[src/rtl/io_uart_tx.sv]
// io_uart_tx: CPU output port. It captures io_write/io_data strobes into a small
// word FIFO and serialises each 64-bit word on an 8N1 UART line (txd).
// The CPU is never stalled. A write to a full FIFO is dropped and latched in the
// sticky overflow flag.
// Build option IO_UART_HEX_EN: send each word as 16 uppercase ASCII hex digits,
// most-significant nibble first, followed by a newline. Without it, the eight raw
// bytes are sent with the least-significant byte first.
module io_uart_tx #(
   parameter int CLK_DIV    = 16,
   parameter int FIFO_DEPTH = 4
) (
   input  logic        clk,
   input  logic        rst,
   input  logic        io_write,
   input  logic [63:0] io_data,
   input  logic        clear_ovf,
   output logic        txd,
   output logic        busy,
   output logic        fifo_full,
   output logic        overflow
);

   localparam int PTR_W  = (FIFO_DEPTH > 1) ? $clog2(FIFO_DEPTH) : 1;
   localparam int CNT_W  = PTR_W + 1;
   localparam int BAUD_W = (CLK_DIV > 1) ? $clog2(CLK_DIV) : 1;
`ifdef IO_UART_HEX_EN
   localparam int LAST_CHAR = 16;
`else
   localparam int LAST_CHAR = 7;
`endif

   localparam logic [BAUD_W-1:0] BAUD_LAST = BAUD_W'(CLK_DIV - 1);
   localparam logic [BAUD_W-1:0] BAUD_ONE  = BAUD_W'(1);
   localparam logic [CNT_W-1:0]  CNT_FULL  = CNT_W'(FIFO_DEPTH);
   localparam logic [CNT_W-1:0]  CNT_ONE   = CNT_W'(1);
   localparam logic [PTR_W-1:0]  PTR_ONE   = PTR_W'(1);
   localparam logic [4:0]        CHAR_LAST = 5'(LAST_CHAR);

   typedef enum logic [1:0] {
      ST_IDLE  = 2'd0,
      ST_START = 2'd1,
      ST_DATA  = 2'd2,
      ST_STOP  = 2'd3
   } state_t;

`ifdef IO_UART_HEX_EN
   // ASCII code of one hex digit ('0'-'9', 'A'-'F').
   function automatic logic [7:0] hex_ascii(input logic [3:0] nib);
      logic [7:0] code;
      if (nib < 4'd10) begin
         code = 8'h30 + {4'h0, nib};
      end else begin
         code = 8'h37 + {4'h0, nib};
      end
      return code;
   endfunction
`endif

   logic [63:0]       mem_q [FIFO_DEPTH];
   logic [PTR_W-1:0]  wr_ptr_q, wr_ptr_d;
   logic [PTR_W-1:0]  rd_ptr_q, rd_ptr_d;
   logic [CNT_W-1:0]  count_q, count_d;
   logic              overflow_q, overflow_d;

   state_t            state_q, state_d;
   logic [BAUD_W-1:0] baud_q, baud_d;
   logic [2:0]        bit_idx_q, bit_idx_d;
   logic [4:0]        char_idx_q, char_idx_d;
   logic [63:0]       shift_word_q, shift_word_d;
   logic              txd_q, txd_d;

   logic              pop_s;
   logic              push_s;
   logic              drop_s;
   logic [7:0]        cur_byte_s;

   // FIFO control. A pop on the same edge frees a slot, so a write to a full FIFO is still accepted then.
   always_comb begin
      pop_s      = (state_q == ST_IDLE) && (count_q != {CNT_W{1'b0}});
      push_s     = io_write && ((count_q < CNT_FULL) || pop_s);
      drop_s     = io_write && !push_s;
      wr_ptr_d   = wr_ptr_q;
      rd_ptr_d   = rd_ptr_q;
      count_d    = count_q;
      overflow_d = overflow_q;
      if (push_s) begin
         wr_ptr_d = wr_ptr_q + PTR_ONE;
      end else begin
         wr_ptr_d = wr_ptr_q;
      end
      if (pop_s) begin
         rd_ptr_d = rd_ptr_q + PTR_ONE;
      end else begin
         rd_ptr_d = rd_ptr_q;
      end
      case ({push_s, pop_s})
         2'b10:   count_d = count_q + CNT_ONE;
         2'b01:   count_d = count_q - CNT_ONE;
         default: count_d = count_q;
      endcase
      // A drop has priority over a clear on the same edge.
      if (drop_s) begin
         overflow_d = 1'b1;
      end else if (clear_ovf) begin
         overflow_d = 1'b0;
      end else begin
         overflow_d = overflow_q;
      end
   end

   // Select the character being sent. It is taken from the top nibble in hex mode and from the low byte in raw mode.
   always_comb begin
`ifdef IO_UART_HEX_EN
      if (char_idx_q == CHAR_LAST) begin
         cur_byte_s = 8'h0A;
      end else begin
         cur_byte_s = hex_ascii(shift_word_q[63:60]);
      end
`else
      cur_byte_s = shift_word_q[7:0];
`endif
   end

   // Framing FSM: next state, bit and baud counters, and the next txd level.
   always_comb begin
      state_d      = state_q;
      baud_d       = baud_q;
      bit_idx_d    = bit_idx_q;
      char_idx_d   = char_idx_q;
      shift_word_d = shift_word_q;
      txd_d        = 1'b1;
      case (state_q)
         ST_IDLE: begin
            txd_d = 1'b1;
            if (pop_s) begin
               state_d      = ST_START;
               baud_d       = {BAUD_W{1'b0}};
               char_idx_d   = 5'd0;
               shift_word_d = mem_q[rd_ptr_q];
            end else begin
               state_d = ST_IDLE;
            end
         end
         ST_START: begin
            txd_d = 1'b0;
            if (baud_q == BAUD_LAST) begin
               baud_d    = {BAUD_W{1'b0}};
               bit_idx_d = 3'd0;
               state_d   = ST_DATA;
            end else begin
               baud_d = baud_q + BAUD_ONE;
            end
         end
         ST_DATA: begin
            txd_d = cur_byte_s[bit_idx_q];
            if (baud_q == BAUD_LAST) begin
               baud_d = {BAUD_W{1'b0}};
               if (bit_idx_q == 3'd7) begin
                  state_d = ST_STOP;
               end else begin
                  bit_idx_d = bit_idx_q + 3'd1;
               end
            end else begin
               baud_d = baud_q + BAUD_ONE;
            end
         end
         ST_STOP: begin
            txd_d = 1'b1;
            if (baud_q == BAUD_LAST) begin
               baud_d = {BAUD_W{1'b0}};
               if (char_idx_q == CHAR_LAST) begin
                  state_d = ST_IDLE;
               end else begin
                  // Move straight to the next start bit with no idle gap.
                  char_idx_d = char_idx_q + 5'd1;
                  state_d    = ST_START;
`ifdef IO_UART_HEX_EN
                  shift_word_d = {shift_word_q[59:0], 4'h0};
`else
                  shift_word_d = {8'h00, shift_word_q[63:8]};
`endif
               end
            end else begin
               baud_d = baud_q + BAUD_ONE;
            end
         end
         default: begin
            txd_d   = 1'b1;
            state_d = ST_IDLE;
         end
      endcase
   end

   // State, pointer and output registers with synchronous reset.
   always_ff @(posedge clk) begin
      if (rst) begin
         wr_ptr_q     <= {PTR_W{1'b0}};
         rd_ptr_q     <= {PTR_W{1'b0}};
         count_q      <= {CNT_W{1'b0}};
         overflow_q   <= 1'b0;
         state_q      <= ST_IDLE;
         baud_q       <= {BAUD_W{1'b0}};
         bit_idx_q    <= 3'd0;
         char_idx_q   <= 5'd0;
         shift_word_q <= 64'd0;
         txd_q        <= 1'b1;
      end else begin
         wr_ptr_q     <= wr_ptr_d;
         rd_ptr_q     <= rd_ptr_d;
         count_q      <= count_d;
         overflow_q   <= overflow_d;
         state_q      <= state_d;
         baud_q       <= baud_d;
         bit_idx_q    <= bit_idx_d;
         char_idx_q   <= char_idx_d;
         shift_word_q <= shift_word_d;
         txd_q        <= txd_d;
      end
   end

   // FIFO storage. It holds no control state, so it is not reset.
   always_ff @(posedge clk) begin
      if (push_s) begin
         mem_q[wr_ptr_q] <= io_data;
      end else begin
         mem_q[wr_ptr_q] <= mem_q[wr_ptr_q];
      end
   end

   assign txd       = txd_q;
   assign overflow  = overflow_q;
   assign fifo_full = (count_q == CNT_FULL);
   assign busy      = (count_q != {CNT_W{1'b0}}) | (state_q != ST_IDLE);

endmodule

[config.mk]
export PLATFORM = sky130hd
export DESIGN_NAME = io_uart_tx
export DESIGN_NICKNAME = d
export VERILOG_FILES = /design/src/rtl/io_uart_tx.sv
export SDC_FILE = /design/constraint.sdc
export NUM_CORES = 1
export LEC_CHECK = 0
export BUFFER_PORTS_ARGS = -buffer_cell sky130_fd_sc_hd__buf_2
export CAP_MARGIN = 10
export CELL_PAD_IN_SITES_DETAIL_PLACEMENT = 1
export CELL_PAD_IN_SITES_GLOBAL_PLACEMENT = 1
export CORE_UTILIZATION = 49
export CTS_BUF_LIST = sky130_fd_sc_hd__clkbuf_16
export CTS_CLUSTER_SIZE = 10
export DETAILED_ROUTE_END_ITERATION = 7
export PLACE_DENSITY = 0.73
export SYNTH_ARGS = -nofsm -noshare
export SYNTH_HDL_FRONTEND = slang
export SYNTH_SLANG_ARGS = --single-unit
[constraint.sdc]
create_clock -name clk -period 5.29 [get_ports clk]
set_clock_uncertainty 0.1 [all_clocks]
set_input_delay 0.529 -clock clk [delete_from_list [all_inputs] [get_ports clk]]
set_output_delay 0.529 -clock clk [all_outputs]
set_load 0.03 [all_outputs]
==> qor.csv, run 1 <==
stage;metric;value;unit
outcome;outcome;complete, no violations;
worst_hold_path;Hold Path Class;input pin to flop;
placement;dpl cells;1145;
final_layout;Final #Nets;929;
synth;Synth Cell Area;13500;µm²
synth;distinct cell type count after synthesis;45;
worst_setup_path;setup slack, reg-to-reg;2.06;ns
placement;HPWL Detailed;17200;µm
synth;Post-synth EDFFs;256;
clock_network;CTS-repair resized insts;0;
synth;ys async rst share;0;%
sta;crit share post-route;74.8;%
placement;GPL Wtd Cong;0.790;
detailed_routing;DRC viols;0;
clock_network;clk sinks;345;
clock_network;H-tree depth reported by CTS;2;
clock_network;CTS Hold Bufs;0;
sta;Rel. slew slack;29.8;%
worst_setup_path;required time worst endpoint;4.66;ns
worst_hold_path;Hold Crit Start;io_data[55];
final_layout;Final Non-Filler Cells;1219;
die;Die H;168;µm
power_and_ir_drop;Max VDD drop;0.348;mV
sta;Final Hold Viols;0;
synth;predominant post-synthesis flop cell;edfxtp_1;
grt;vias in the first global route;7710;
detailed_routing;Detailed Routing Iterations Pass 1;4;
clock_network;register clock-pin slew on the reported worst setup and hold paths;0.06;ns
detailed_routing;via/cell ratio;5.88;
die;row cnt;60;
synth;Mapped Avg Cell Area;17.4;µm²
worst_setup_path;Critical R2R Launch;state_q[0];
sta;Slew @ Worst Pin;1.05;ns
die;die area;28200;µm²
clock_network;CTS buffer count;40;
synth;sequential-to-total area share from yosys stat;70.3;%
synth;#FFs+latches synth;345;
detailed_routing;vias post-DR;7172;
sta;RSZ-0062 raised after global routing;false;
final_layout;number of fillers in the final layout;2405;
detailed_routing;routed wire length per instance;22.9;µm
worst_setup_path;Crit Path Class;flop to primary output;
sta;PnR worst setup slack;1.33;ns
clock_network;TritonCTS clock tree;built;
clock_network;clk root buf;clkbuf_16;
grt;grt total ovfl;0;
placement;# port buffers;71;
synth;Cells after Synth;775;
sta;setup TNS;0;ns
worst_setup_path;reg2reg path depth;7;
sta;min cycle time layout;3.96;ns
detailed_routing;Routed Antenna Nets;0;
synth;syn nets;858;
power_and_ir_drop;Pwr Density;545;nW/µm²
detailed_routing;drt total wl;27900;µm
die;initial core utilization;50.0;%
grt;gr usage total;20.4;%
sta;Final Max Slew Viols;0;
final_layout;Area growth syn-to-layout;13.8;%
die;Die W;168;µm
worst_setup_path;Setup crit end kind;primary output;
detailed_routing;Initial DRC Count;611;
worst_setup_path;Worst Path Max Fanout;40;
sta;achievable frequency;0.253;GHz
flow_run;max_cap viols;0;
die;Core Area;27000;µm²
worst_setup_path;reg2reg end;shift_word_q[60];
final_layout;share of layout cells above drive strength 1;23.2;%
grt;initial antenna violation count;0;
synth;Synth top area share;57.0;%
worst_hold_path;WHS Endpoint;mem_q[1][55];
worst_setup_path;Arr. time, crit path;3.33;ns
placement;post-place setup slack;1.85;ns
synth;yosys warns;0;
grt;first-pass GRT wire length;44100;µm
clock_network;Worst-Skew Late Latency;0.52;ns
worst_setup_path;Setup crit start kind;flop;
synth;Synth area leaders;edfxtp_1, dfxtp_1, mux4_2, mux2i_1, a311oi_1;
clock_network;Post-CTS Setup Repair Bufs;0;
synth;Synth area leader;edfxtp_1;
die;number of I/O pins;72;
sta;final setup violation count;0;
final_layout;number of diodes;0;
grt;largest net degree at the start of global routing;82;
power_and_ir_drop;Lkg Pwr;5.57;nW
clock_network;clock buffer depth;3;
worst_hold_path;Hold Crit Depth;1;
## synthesized netlist by cell type (all sizes together) (2+ instances only)
cell type and n:
xnor2 3, edfxtp 256, a21oi 68, inv 13
a311oi 56, a31oi 4, clkbuf 31, o31a 2
xor2 3, dfxtp 89, mux4 65, nand2 4
o21ai 6, buf 24, a2bb2oi 2, and3 7
nand2b 4, mux2i 62, nand3 6, or3 3
nand4 2, and2 3, a22o 8, nor3 5
nor2b 5, ha 14, nor2 17
## flip-flops by register name (all words and copies together) (netlist names), named ones only
| signal | count |
|---|---|
| state_q | 2 |
| txd | 1 |
| overflow | 1 |
| rd_ptr_q | 2 |
| shift_word_q | 64 |
| mem_q | 256 |
| baud_q | 4 |
| bit_idx_q | 3 |
| count_q | 3 |
| char_idx_q | 5 |
| wr_ptr_q | 2 |
## metrics by stage
| step | cell area, µm² | total power [mW] | utilization [%] | hold slack, ns |
|---|---|---|---|---|
| floorplan | 13500 | 5.38 | - | 0.331 |
| global placement | 14200 | 5.85 | 52.5 | 0.353 |
| detailed placement | 14200 | 5.99 | 52.5 | 0.369 |
| CTS | 15300 | 8.44 | 56.9 | 0.107 |
| global route | 15300 | 8.78 | 56.9 | 0.115 |
| finish | 15300 | 8.36 | 56.9 | 0.126 |
## critical path, stage by stage, from the launching register on
cell      delay (ns)
dfxtp_1         0.34
inv_1           0.11
ha_1            0.38
nor4b_2         0.81
clkinv_2        0.51
buf_4           0.40
buf_2           0.24
## layout make-up
cell class,count,area (µm²),share of cell area (%)
repair buffers,84,465,3.03
flip-flops and latches,345,9470,61.8
well taps,341,427,2.78
clock inverters,32,133,0.865
inverters,13,51.3,0.334
clock buffers,42,1050,6.85
multi-input cells,362,3740,24.4
## metal layers
metal | vias up | global-route usage (%) | share of wire [%]
li1 | 3308 | - | -
met1 | 3690 | 27.5 | 45
met2 | 138 | 34.3 | 50
met3 | 36 | 3.69 | 3.7
met4 | 0 | 5.38 | 1.4
met5 | - | 0 | 0
## where the power goes
part	internal, mW	total (mW)	switching (mW)
logic	1.00	2.35	1.35
clock network	1.42	2.43	1.01
registers	3.31	3.58	0.274
## cell families after synthesis
group / count (synthesis) / synth area share (%)
adders and majority gates: 15 / 1.45
and+or+nand+nor: 63 / 2.58
DFF: 345 / 70.3
AOI/OAI and AO/OA: 151 / 7.75
muxes: 127 / 15.5
buffers and inverters: 68 / 2.11
xor gates and xnor gates: 6 / 0.390
## worst max-delay path by stage
stage	from	end	slack [ns]	cells past startpoint
after floorplan	state_q[0]	mem_q[0][0]	2.21	5
after global placement	state_q[0]	busy	2.03	6
after detailed placement	state_q[1]	busy	1.85	6
after CTS	state_q[1]	busy	1.32	6
after global routing	state_q[0]	busy	1.01	6
final	state_q[1]	busy	1.33	6
## cells in the final DEF (no fill, tap or decap), types with 6 or more instances in the layout
| master | Yosys | final |
|---|---|---|
| dfxtp_1 | 89 | 87 |
| mux2i_1 | 62 | 62 |
| inv_1 | 11 | 41 |
| o21ai_0 | 6 | 6 |
| a311oi_1 | 56 | 56 |
| edfxtp_1 | 256 | 256 |
| buf_2 | 7 | 71 |
| a21oi_1 | 68 | 68 |
| mux4_2 | 65 | 65 |
| a22o_1 | 8 | 8 |
| nor2_1 | 17 | 17 |
| clkbuf_16 | 0 | 42 |
| buf_4 | 5 | 12 |
| ha_1 | 14 | 14 |
Power figures use the tool's default switching activity.
==> run 2, diff against run 1 <==
==> constraint.sdc (replaced) <==
create_clock -name clk -period 4.1 [get_ports clk]
set_clock_uncertainty 0.1 [all_clocks]
set_input_delay 0.41 -clock clk [delete_from_list [all_inputs] [get_ports clk]]
set_output_delay 0.41 -clock clk [all_outputs]
set_load 0.03 [all_outputs]
==> run 2 against run 1 <==
  * Flip-flop and latch count unchanged
  * Register-to-register slack got worse by 1.0 ns
  * Largest cell class unchanged
  * Global-route usage increased by 0.66 points
  * Power increased by 30%
  * Cell count increased by 1.4%
  * Via count increased by 2.6%
  * Design area increased by 1.7%
  * Core utilization increased by 0.95 points
  * Count of clock-buffer cells in the layout unchanged
  * Sequential power increased by 28%
  * First-iteration DRC count decreased by 22%
  * Highest routed layer unchanged
  * Combinational power increased by 34%
==> qor.csv, run 2 (same netlist as run 1, synthesis figures left out) <==
stage;metric;value;unit
outcome;outcome;complete, no violations;
detailed_routing;met1 WL;12600;µm
worst_setup_path;Arr. time, crit path;3.07;ns
detailed_routing;Routed Antenna Nets;0;
final_layout;most common cell after layout, fill and taps aside;edfxtp_1;
detailed_routing;via/cell ratio;5.95;
sta;RSZ-0062 raised after global routing;false;
detailed_routing;highest metal used;met4;
worst_setup_path;Crit Path Class;flop to primary output;
final_layout;share of layout cells above drive strength 1;22.8;%
sta;Slew @ Worst Pin;1.05;ns
power_and_ir_drop;Int Power;7.44;mW
sta;crit share post-route;87.3;%
grt;initial antenna violation count;1;
worst_setup_path;Setup crit end kind;primary output;
worst_hold_path;Hold Path Class;input pin to flop;
worst_setup_path;required time worst endpoint;3.59;ns
worst_setup_path;Worst Path Max Fanout;30;
final_layout;register with the most flip-flops;mem_q;
die;die area;28200;µm²
die;Die H;168;µm
power_and_ir_drop;Flop pwr share;42.3;%
power_and_ir_drop;Sw Ratio;31.6;%
final_layout;Final Instance Area;15600;µm²
worst_setup_path;worst-path cell chain;inv_1 -> ha_1 -> nor4b_4 -> clkinv_2 -> buf_4 -> buf_2;
sta;achievable frequency;0.279;GHz
final_layout;Area growth syn-to-layout;15.7;%
detailed_routing;WL met2;14500;µm
clock_network;clk root buf;clkbuf_16;
grt;gr usage total;21.1;%
die;Die W;168;µm
detailed_routing;DRC viols;0;
sta;Final Max Slew Viols;0;
detailed_routing;routed wire length per instance;23.3;µm
final_layout;max reg flops;256;
power_and_ir_drop;Clock Power Share;28.6;%
final_layout;Final #Nets;946;
clock_network;register clock-pin slew on the reported worst setup and hold paths;0.06;ns
flow_run;max_cap viols;0;
sta;final setup violation count;0;
detailed_routing;metal3 WL;1160;µm
final_layout;most frequent cells in the layout;edfxtp_1, dfxtp_1, buf_2;
sta;Final Hold Viols;0;
power_and_ir_drop;combinational share of power;29.1;%
grt;largest net degree at the start of global routing;65;
grt;grt total ovfl;0;
placement;# port buffers;71;
worst_setup_path;CP peak stage delay;0.60;ns
clock_network;Post-CTS Setup Repair Bufs;0;
worst_setup_path;Setup crit start kind;flop;
detailed_routing;vias post-DR;7356;
clock_network;clock buffer depth;3;
detailed_routing;Initial DRC Count;476;
clock_network;Worst-Skew Late Latency;0.51;ns
clock_network;H-tree depth reported by CTS;2;
power_and_ir_drop;Pwr Density;698;nW/µm²
power_and_ir_drop;Switch Pwr;3.43;mW
final_layout;top flop regs;mem_q x256, shift_word_q x64, char_idx_q x5;
die;Core Area;27000;µm²
placement;HPWL Detailed;17100;µm
die;number of I/O pins;72;
grt;first-pass GRT wire length;45000;µm
placement;area post-placement;14200;µm²
detailed_routing;Detailed Routing Iterations Pass 1;4;
placement;GPL Wtd Cong;0.744;
worst_setup_path;slowest cell on the critical path;nor4b_4;
die;initial core utilization;50.0;%
power_and_ir_drop;Lkg Pwr;5.66;nW
grt;vias in the first global route;7934;
die;row cnt;60;
clock_network;clk sinks;345;
clock_network;TritonCTS clock tree;built;
sta;min cycle time layout;3.58;ns
final_layout;number of fillers in the final layout;2383;
sta;Rel. slew slack;30.2;%
clock_network;CTS buffer count;40;
detailed_routing;drt total wl;28800;µm
sta;setup TNS;0;ns
power_and_ir_drop;Max VDD drop;0.422;mV
-- run 2: cell types whose count changed in the layout (fill, tap and decap cells not counted) --
cell           previous run  this run
nor4b_2                   1         0
clkinv_2                  2         3
inv_1                    41        40
nor4b_4                   0         1
buf_4                    12         5
buf_12                    1         7
diode_2                   0         1
dlygate4sd3_1             0        18
clkinv_1                  1         0
-- run 2: what timing repair did --
item,4_1_cts,5_1_grt
hold buffers,18,0
gates resized for setup,0,1
endpoints found under the hold margin,72,0
setup endpoints to repair,0,1
-- run 2: metal layers --
| metal | up-vias | track usage (%) |
|---|---|---|
| li1 | 3349 | - |
| met4 | 0 | 5.58 |
| met3 | 40 | 3.48 |
| met2 | 137 | 35.9 |
| met1 | 3830 | 28.2 |
| met5 | - | 0 |
-- run 2: worst paths after layout --
kind | startpoint | to | slack, ns | cells after the start
hold / removal | io_data[28] | mem_q[2][28] | 0.02 | 1
setup reg to reg | state_q[0] | shift_word_q[56] | 1.05 | 6
hold reg to reg | char_idx_q[4] | char_idx_q[4] | 0.37 | 1
setup / recovery | state_q[0] | busy | 0.52 | 6
-- run 2: critical path: cells and delay by family, from the launching register on --
family        cells  cell delay [ns]
flops             1             0.36
buf+inv           4             1.19
simple gates      1             0.60
fa+ha+maj         1             0.39
-- run 2: area by class of cell --
cell class              instances  area, µm²  area share [%]
multi-input cells             362       3740            24.0
flip-flops and latches        345       9470            60.8
clock buffers                  42       1050            6.74
clock inverters                31        130           0.834
diodes                          1       2.50          0.0160
repair buffers                101        713            4.57
well taps                     341        427            2.74
inverters                      13       51.3           0.329
-- run 2: stage by stage --
step / power [mW] / utilization (%) / setup WS, ns / instances / hold slack, ns
floorplan: 6.94 / - / 1.02 / 775 / 0.331
global placement: 7.60 / 52.8 / 0.913 / 1144 / 0.350
detailed placement: 7.78 / 52.8 / 0.681 / 1144 / 0.355
CTS: 11.0 / 57.8 / 0.147 / 1235 / 0.0000567
global route: 11.4 / 57.9 / 0.308 / 1236 / 0.00310
finish: 10.9 / 57.9 / 0.519 / 1236 / 0.0154
-- run 2: power by group through the flow --
stage               Sequential [mW]  Combinational, mW  Clock [mW]
floorplan                      4.49               2.45           0
global placement               4.64               2.96           0
detailed placement             4.67               3.11           0
CTS                            4.60               3.17        3.18
global route                   4.66               3.44        3.32
finish                         4.60               3.16        3.11
